<file path="config.mk">
export PLATFORM = sky130hd
export DESIGN_NAME = pc_sequencer
export DESIGN_NICKNAME = d
export VERILOG_FILES = /design/src/rtl/pc_sequencer.sv
export SDC_FILE = /design/constraint.sdc
export NUM_CORES = 1
export LEC_CHECK = 0
export ABC_CLOCK_PERIOD_IN_PS = 10300
export CAP_MARGIN = 25
export CORE_MARGIN = 5
export CORE_UTILIZATION = 55
export DETAILED_ROUTE_END_ITERATION = 8
export PLACE_DENSITY = 0.93
export SYNTH_ARGS = -nofsm -noshare
export SYNTH_HDL_FRONTEND = slang
export SYNTH_SLANG_ARGS = --single-unit
</file>
<file path="constraint.sdc">
create_clock -name clk -period 10.3 [get_ports clk]
set_input_delay 1.03 -clock clk [delete_from_list [all_inputs] [get_ports clk]]
set_output_delay 1.03 -clock clk [all_outputs]
set_load 0.05 [all_outputs]
</file>
<file path="src/rtl/pc_sequencer.sv">
// Program counter owner and instruction-cycle sequencer: BOOT -> FETCH -> EXEC,
// with a fetch handshake timeout, retire counting and a terminal HALTED state.
module pc_sequencer #(
  parameter logic [31:0] RESET_PC      = 32'h0000_0000,
  parameter int          FETCH_TIMEOUT = 16,
  parameter int          CNT_W         = 32
) (
  input  logic             clk,
  input  logic             rst,
  input  logic             imem_ack,
  input  logic             ex_done,
  input  logic             stall,
  input  logic             halt,
  input  logic             branch_taken,
  input  logic [31:0]      branch_off,
  input  logic             jump_en,
  input  logic [25:0]      jump_target,
  output logic [31:0]      PC_out,
  output logic             imem_req,
  output logic             instr_valid,
  output logic             halted,
  output logic             fetch_err,
  output logic [CNT_W-1:0] retire_count
);

  localparam int TO_W = $clog2(FETCH_TIMEOUT + 1);
  localparam logic [TO_W-1:0] TO_LAST = TO_W'(FETCH_TIMEOUT - 1);

  typedef enum logic [1:0] {BOOT, FETCH, EXEC, HALTED} state_t;

  state_t           state_q, state_d;
  logic [31:0]      pc_q, pc_d;
  logic             imem_req_q, imem_req_d;
  logic             instr_valid_q, instr_valid_d;
  logic             halted_q, halted_d;
  logic             fetch_err_q, fetch_err_d;
  logic [CNT_W-1:0] retire_count_q, retire_count_d;
  logic [TO_W-1:0]  tmo_q, tmo_d;

  logic [31:0] seq_pc;
  logic [31:0] next_pc;

  // Jump keeps the 256 MB region of the sequential PC; all adds wrap mod 2^32.
  always_comb begin
    seq_pc = pc_q + 32'd4;
    if (jump_en)
      next_pc = {seq_pc[31:28], jump_target, 2'b00};
    else if (branch_taken)
      next_pc = seq_pc + {branch_off[29:0], 2'b00};
    else
      next_pc = seq_pc;
  end

  always_comb begin
    state_d        = state_q;
    pc_d           = pc_q;
    imem_req_d     = imem_req_q;
    instr_valid_d  = 1'b0;
    halted_d       = halted_q;
    fetch_err_d    = fetch_err_q;
    retire_count_d = retire_count_q;
    tmo_d          = tmo_q;

    unique case (state_q)
      BOOT: begin
        pc_d       = RESET_PC;
        state_d    = FETCH;
        imem_req_d = 1'b1;
      end
      FETCH: begin
        // An ack on the final allowed cycle still counts as a successful fetch.
        if (imem_ack) begin
          state_d       = EXEC;
          imem_req_d    = 1'b0;
          instr_valid_d = 1'b1;
          tmo_d         = '0;
        end else if (tmo_q == TO_LAST) begin
          state_d     = HALTED;
          imem_req_d  = 1'b0;
          fetch_err_d = 1'b1;
          halted_d    = 1'b1;
          tmo_d       = '0;
        end else begin
          tmo_d = tmo_q + 1'b1;
        end
      end
      EXEC: begin
        if (ex_done && !stall) begin
          pc_d           = next_pc;
          retire_count_d = retire_count_q + CNT_W'(1);
          if (halt) begin
            state_d  = HALTED;
            halted_d = 1'b1;
          end else begin
            state_d    = FETCH;
            imem_req_d = 1'b1;
          end
        end
      end
      HALTED: begin
        imem_req_d = 1'b0;
        halted_d   = 1'b1;
      end
      default: state_d = BOOT;
    endcase
  end

  always_ff @(posedge clk or posedge rst) begin
    if (rst) begin
      state_q        <= BOOT;
      pc_q           <= RESET_PC;
      imem_req_q     <= 1'b0;
      instr_valid_q  <= 1'b0;
      halted_q       <= 1'b0;
      fetch_err_q    <= 1'b0;
      retire_count_q <= '0;
      tmo_q          <= '0;
    end else begin
      state_q        <= state_d;
      pc_q           <= pc_d;
      imem_req_q     <= imem_req_d;
      instr_valid_q  <= instr_valid_d;
      halted_q       <= halted_d;
      fetch_err_q    <= fetch_err_d;
      retire_count_q <= retire_count_d;
      tmo_q          <= tmo_d;
    end
  end

  assign PC_out       = pc_q;
  assign imem_req     = imem_req_q;
  assign instr_valid  = instr_valid_q;
  assign halted       = halted_q;
  assign fetch_err    = fetch_err_q;
  assign retire_count = retire_count_q;

endmodule
</file>
# After elaboration in Yosys (flattened, before gate mapping)
# Cells that the tools add are included.
# totals
reg_bits	75
in_bits	66
out_inout_bits	68
word_cells	58
# op_classes
addsub	4
eq_ne	10
n_mux	23
n_bitwise	1
n_reduce_logical	12
# ops
operator	n
$mux 32	3
$pmux 32 s2	1
$add 32x1->32 const B	1
$add 32x3->32 const B	1
$add 32x32->32	1
$mux 1	10
$mux 5	2
$ne 2x2->1 const B	5
$reduce_and 3->1	3
$mux 2	4
$pmux 2 s3	1
$reduce_bool 3->1	2
$add 5x1->5 const B	1
$eq 5x4->1 const B	1
$reduce_and 5->1	1
$eq 2x2->1 const B	2
$pmux 1 s4	1
$reduce_and 2->1	2
$ne 3x3->1 const B	1
$pmux 1 s3	1
$eq 2x1->1 const B	1
$logic_not 2->1	1
$reduce_bool 2->1	1
$logic_and 1x1->1	1
other kinds (2)	2

# Logic depth before layout (Yosys ltp)
# depth
ltp_word	6
depth_mapped	18
depth_no_buf	17

# Least setup slack after synthesis
# OpenSTA, ideal clock, no wires.
# synth_timing
path_kind	flip-flop to flip-flop
startpoint	register pc_q[8], in the netlist PC_out[8]
endpoint	register pc_q[31], in the netlist PC_out[31]
setup_time_ns	0.124
arrival_time_ns	3.691
t_required_ns	10.176
setup_slack_ns	6.485
path_stages_with_launch	17
path_buffers	1
synth_period_minus_slack_ns	3.815
path_cell_list	dfrtp_1 -> and3_1 -> and3_1 -> nand3_1 -> nor2_1 -> nand2_1 -> xnor2_1 -> ha_1 -> clkbuf_1 -> nand2_1 -> nor4_1 -> o211ai_2 -> a21oi_1 -> o41ai_1 -> o21a_1 -> nor4b_1 -> o31a_1
# synth_between
elab_chain_len	6
# synth_rtl
item	line	rtl
start: declaration	32	logic [31:0] pc_q, pc_d;
start signal: assignment	120	pc_q <= pc_d;
$add 32x3->32 *	45	seq_pc = pc_q + 32'd4;
$add 32x32->32	49	next_pc = seq_pc + {branch_off[29:0], 2'b00};
$mux 32	48	else if (branch_taken)
$mux 32 *	46	if (jump_en)
$mux 32 *	88	if (ex_done && !stall) begin
$pmux 32 s2 *	64	unique case (state_q)
# Every way passes the cells marked *; elsewhere a longest branch is shown, timed or not. The select of a mux whose other input is x is not followed.
# A chain may end at the register's enable or synchronous reset.

# Final worst setup path
# Ends and elaborated chain as after synthesis.

==> summary.txt <==
Pwr
  • Clk pwr share: between 10% and 20%
  • P_sw: 0.554 mW
  • Pint: slightly below 0.7 mW
  • Part of the power in combinational logic: roughly half
  • Pleak: roughly 3.3 nW
  • Tot Pwr: 1.24 mW
  • Sw Ratio: roughly 45%
  • Pwr dens: 168 nW/um^2
  • Sequential share of power: 30.9%
  • Max VDD drop: roughly 110 uV

Final layout
  • Final net count: 912
  • N_diodes: 0
  • Layout cells sized above 1: ~5.1%
  • Fin util: roughly 72%
  • Area Overhead vs Synth: 28.0%
  • Most common cell after layout, fill and taps aside: clkdlybuf4s50_1
  • Commonest non-fill, non-tap cells in the layout: 129 x clkdlybuf4s50_1, 82 x nand2_1, 73 x dfrtp_1, 61 x nor2_1, 59 x xnor2_1

STA
  • Slew @ Worst Pin: around 900 ps
  • Setup repair after global routing missed its margin: no
  • Final setup viols: 0
  • Max-slew violation total from the final report: 0
  • Fmax: roughly 0.24 GHz
  • Fin crit period: roughly 4200 ps
  • Tcrit/Tclk final: around two fifths
  • Clock skew: ~9.3 ps
  • Setup tns final: 0 ps
  • WHS: ~460 ps
  • Slack of the critical path: between 6000 and 7000 ps
  • Relative slew slack: a little under two fifths
  • Fin. Hold Viols: 0

Floorplan
  • Ports: 134
  • Row count: 37
  • Die ar.: 12,600 sq um
  • Initial core utilization: a little under three fifths
  • Die Span Y: between 100 and 150 um
  • Chip Width: ~110 um
  • Core Footprint: approximately 10,000 sq um

Placement
  • Gpl congestion: between 0.9 and 1
  • Dpl ws: around 6100 ps
  • IO buf count: about 130
  • DP Wirelength: ~12 mm

Yosys
  • Synth async-reset ratio: 100%
  • Mux share of post-synthesis cell area: about 2.3%
  • Largest family of logic cells by synthesized area: simple AND/OR/NAND/NOR gates
  • #FFs+latches synth: between 70 and 80
  • Cell Area, Synth: around 5700 sq um
  • Post-synthesis compound-gate area fraction: between 10% and 20%
  • Top area cells in the synthesized netlist: dfrtp_1 32%, ha_1 9.2%, xnor2_1 9.0%
  • Cells after Synth: just under 700
  • Synth area leader: dfrtp_1
  • Yosys top cell area share: 31.8%
  • Avg Inst Size Synth: roughly 8.4 sq um
  • Adder-Cell Fraction of Synth Area: 9.51%
  • Synth warn: 0
  • Top_reg_cell synth: dfrtp_1
  • Post-synth EDFFs: 0
  • Post-synthesis cell type count: between 60 and 70
  • Sequential fraction of the synthesis area: between 30% and 40%
  • Area share of xor/xnor cells in the synthesized design: approximately an eighth
  • Simple-gate area share of the yosys netlist: 22.3%

Hold path
  • Worst hold start: fetch_err
  • Hold path depth: 1
  • HP Class: flip-flop to flip-flop
  • Hold path endpoint: fetch_err

Clocking
  • CTS buffer count: 9
  • Post-CTS Resized: 0
  • CTS tree: built
  • CTS Buffer Depth: 2
  • CTS root buffer: clkbuf_8
  • Clk sinks: 73
  • Worst-path clk slew: around 90 ps
  • Hold bufs inserted after CTS: 0
  • Htree depth: 3
  • Clock latency on the worst-skew pair: 360 ps
  • Post-CTS Setup Inserts: 0

GRT
  • GRT overflow: 0
  • Tot GR Track Use: a little over a quarter
  • Vias in the first global route: ~5,700
  • Initial antenna violation count: 0
  • Largest net degree at the start of global routing: 74
  • First-pass GRT wire length: 27.7 mm

Setup path
  • Reg2reg end: PC_out[31]
  • Arr. time, crit path: 4480 ps
  • Worst setup EP type: flip-flop
  • Max stage delay cell, worst path: dfrtp_1
  • Worst flop-to-flop path startpoint: PC_out[8]
  • Crit-path max cell delay: around 450 ps
  • Critical path startpoint category: flip-flop
  • R2R Setup Slk: 6060 ps
  • Crit Path Class: flip-flop to flip-flop
  • Cells along the critical path: and3_1, and3_1, nand3_1, nor2_1, nand2_1, xnor2_1, ha_1, nand3_1, nor4_1, o211ai_2, a21oi_1, o41ai_1, o21a_1, nor4b_1, o31a_1
  • Critical Path Start: PC_out[8]
  • Critical path fanouts, max: 6
  • Cell depth of the worst flop-to-flop path: 15
  • WP data required: between 10,000 and 15,000 ps

Drt
  • DR WL/cell: 17.4 um
  • Vias per inst: between 6 and 7
  • DRT antenna net count: 0
  • Routed wire length: roughly 16 mm
  • DR vias: between 5,000 and 6,000
  • DR pass1 iterations: 5
  • DR iter-0 viols: 389
  • DRC errors left: 0

Job
  • Max-Cap Viols: 0

Run status
  • Status: finished, final reports clean
per-layer routing:
metal	GRT usage, %	up-vias	part of all wire (%)
met5	0	-	0
met1	34.2	2710	42
met2	43.3	261	48
met4	10.1	0	2.6
li1	-	2677	-
met3	4.91	34	7.1
critical path: cells and delay by family, from the launching register on:
| kind | cells | cell delay, ps |
|---|---|---|
| simple gates | 8 | 1940 |
| compound gates | 5 | 1160 |
| flops | 1 | 450 |
| fa+ha+maj | 1 | 410 |
| xor+xnor | 1 | 160 |
flip-flops by register name, summed over array words and instances, names as in the netlist:
signal,cells
instr_valid,1
PC_out,30
tmo_q,5
imem_req,1
fetch_err,1
retire_count,32
state_q,2
halted,1
worst max path at each step:
stage | end | depth (start not counted)
floorplan | PC_out[31] | 16
global placement | PC_out[22] | 14
detailed placement | PC_out[22] | 14
CTS | PC_out[31] | 15
global route | PC_out[31] | 15
finish | PC_out[31] | 15
logic make-up after synthesis:
family                     Yosys count
and+or+nand+nor                    259
adders and majority gates           43
buffers and inverters               47
other                                1
muxes                               13
DFF                                 73
AOI/OAI and AO/OA                  165
xor gates and xnor gates            80
cell usage after synthesis (all sizes together), types with 4 or more instances:
library cell	count
buf	8
a21boi	4
and3	13
nor2b	8
o31ai	4
o41ai	4
a21o	18
ha	42
nor2	64
nand2b	6
a21oi	44
xnor2	59
xor2	21
nand4	19
nand3	30
and4	6
mux2i	12
inv	23
clkbuf	15
nor4	4
and2	5
nand2	84
a211oi	7
dfrtp	73
o21ai	46
a31oi	8
or3	4
nor3	5
layout make-up:
class,instances,area (sq um)
Clock buffer,9,124
Clock inverter,7,78.8
Fill cell,735,2890
Inverter,24,90.1
Multi-Input combinational cell,562,3730
Sequential cell,73,1830
Tap cell,136,170
Timing Repair Buffer,133,1320
through the flow:
step	instance area [sq um]	cells
2_1_floorplan	5740	682
3_3_place_gp	7140	928
3_5_place_dp	7140	928
4_1_cts	7340	944
5_1_grt	7340	944
6_report	7340	944
power by group through the flow:
stage	logic [mW]	registers [mW]	clock network (mW)
after global placement	0.589	0.382	0
after global routing	0.670	0.388	0.254
final	0.617	0.381	0.237
after CTS	0.613	0.380	0.241
after floorplan	0.321	0.489	0
after detailed placement	0.608	0.386	0
(Power assumes the default switching activity.)
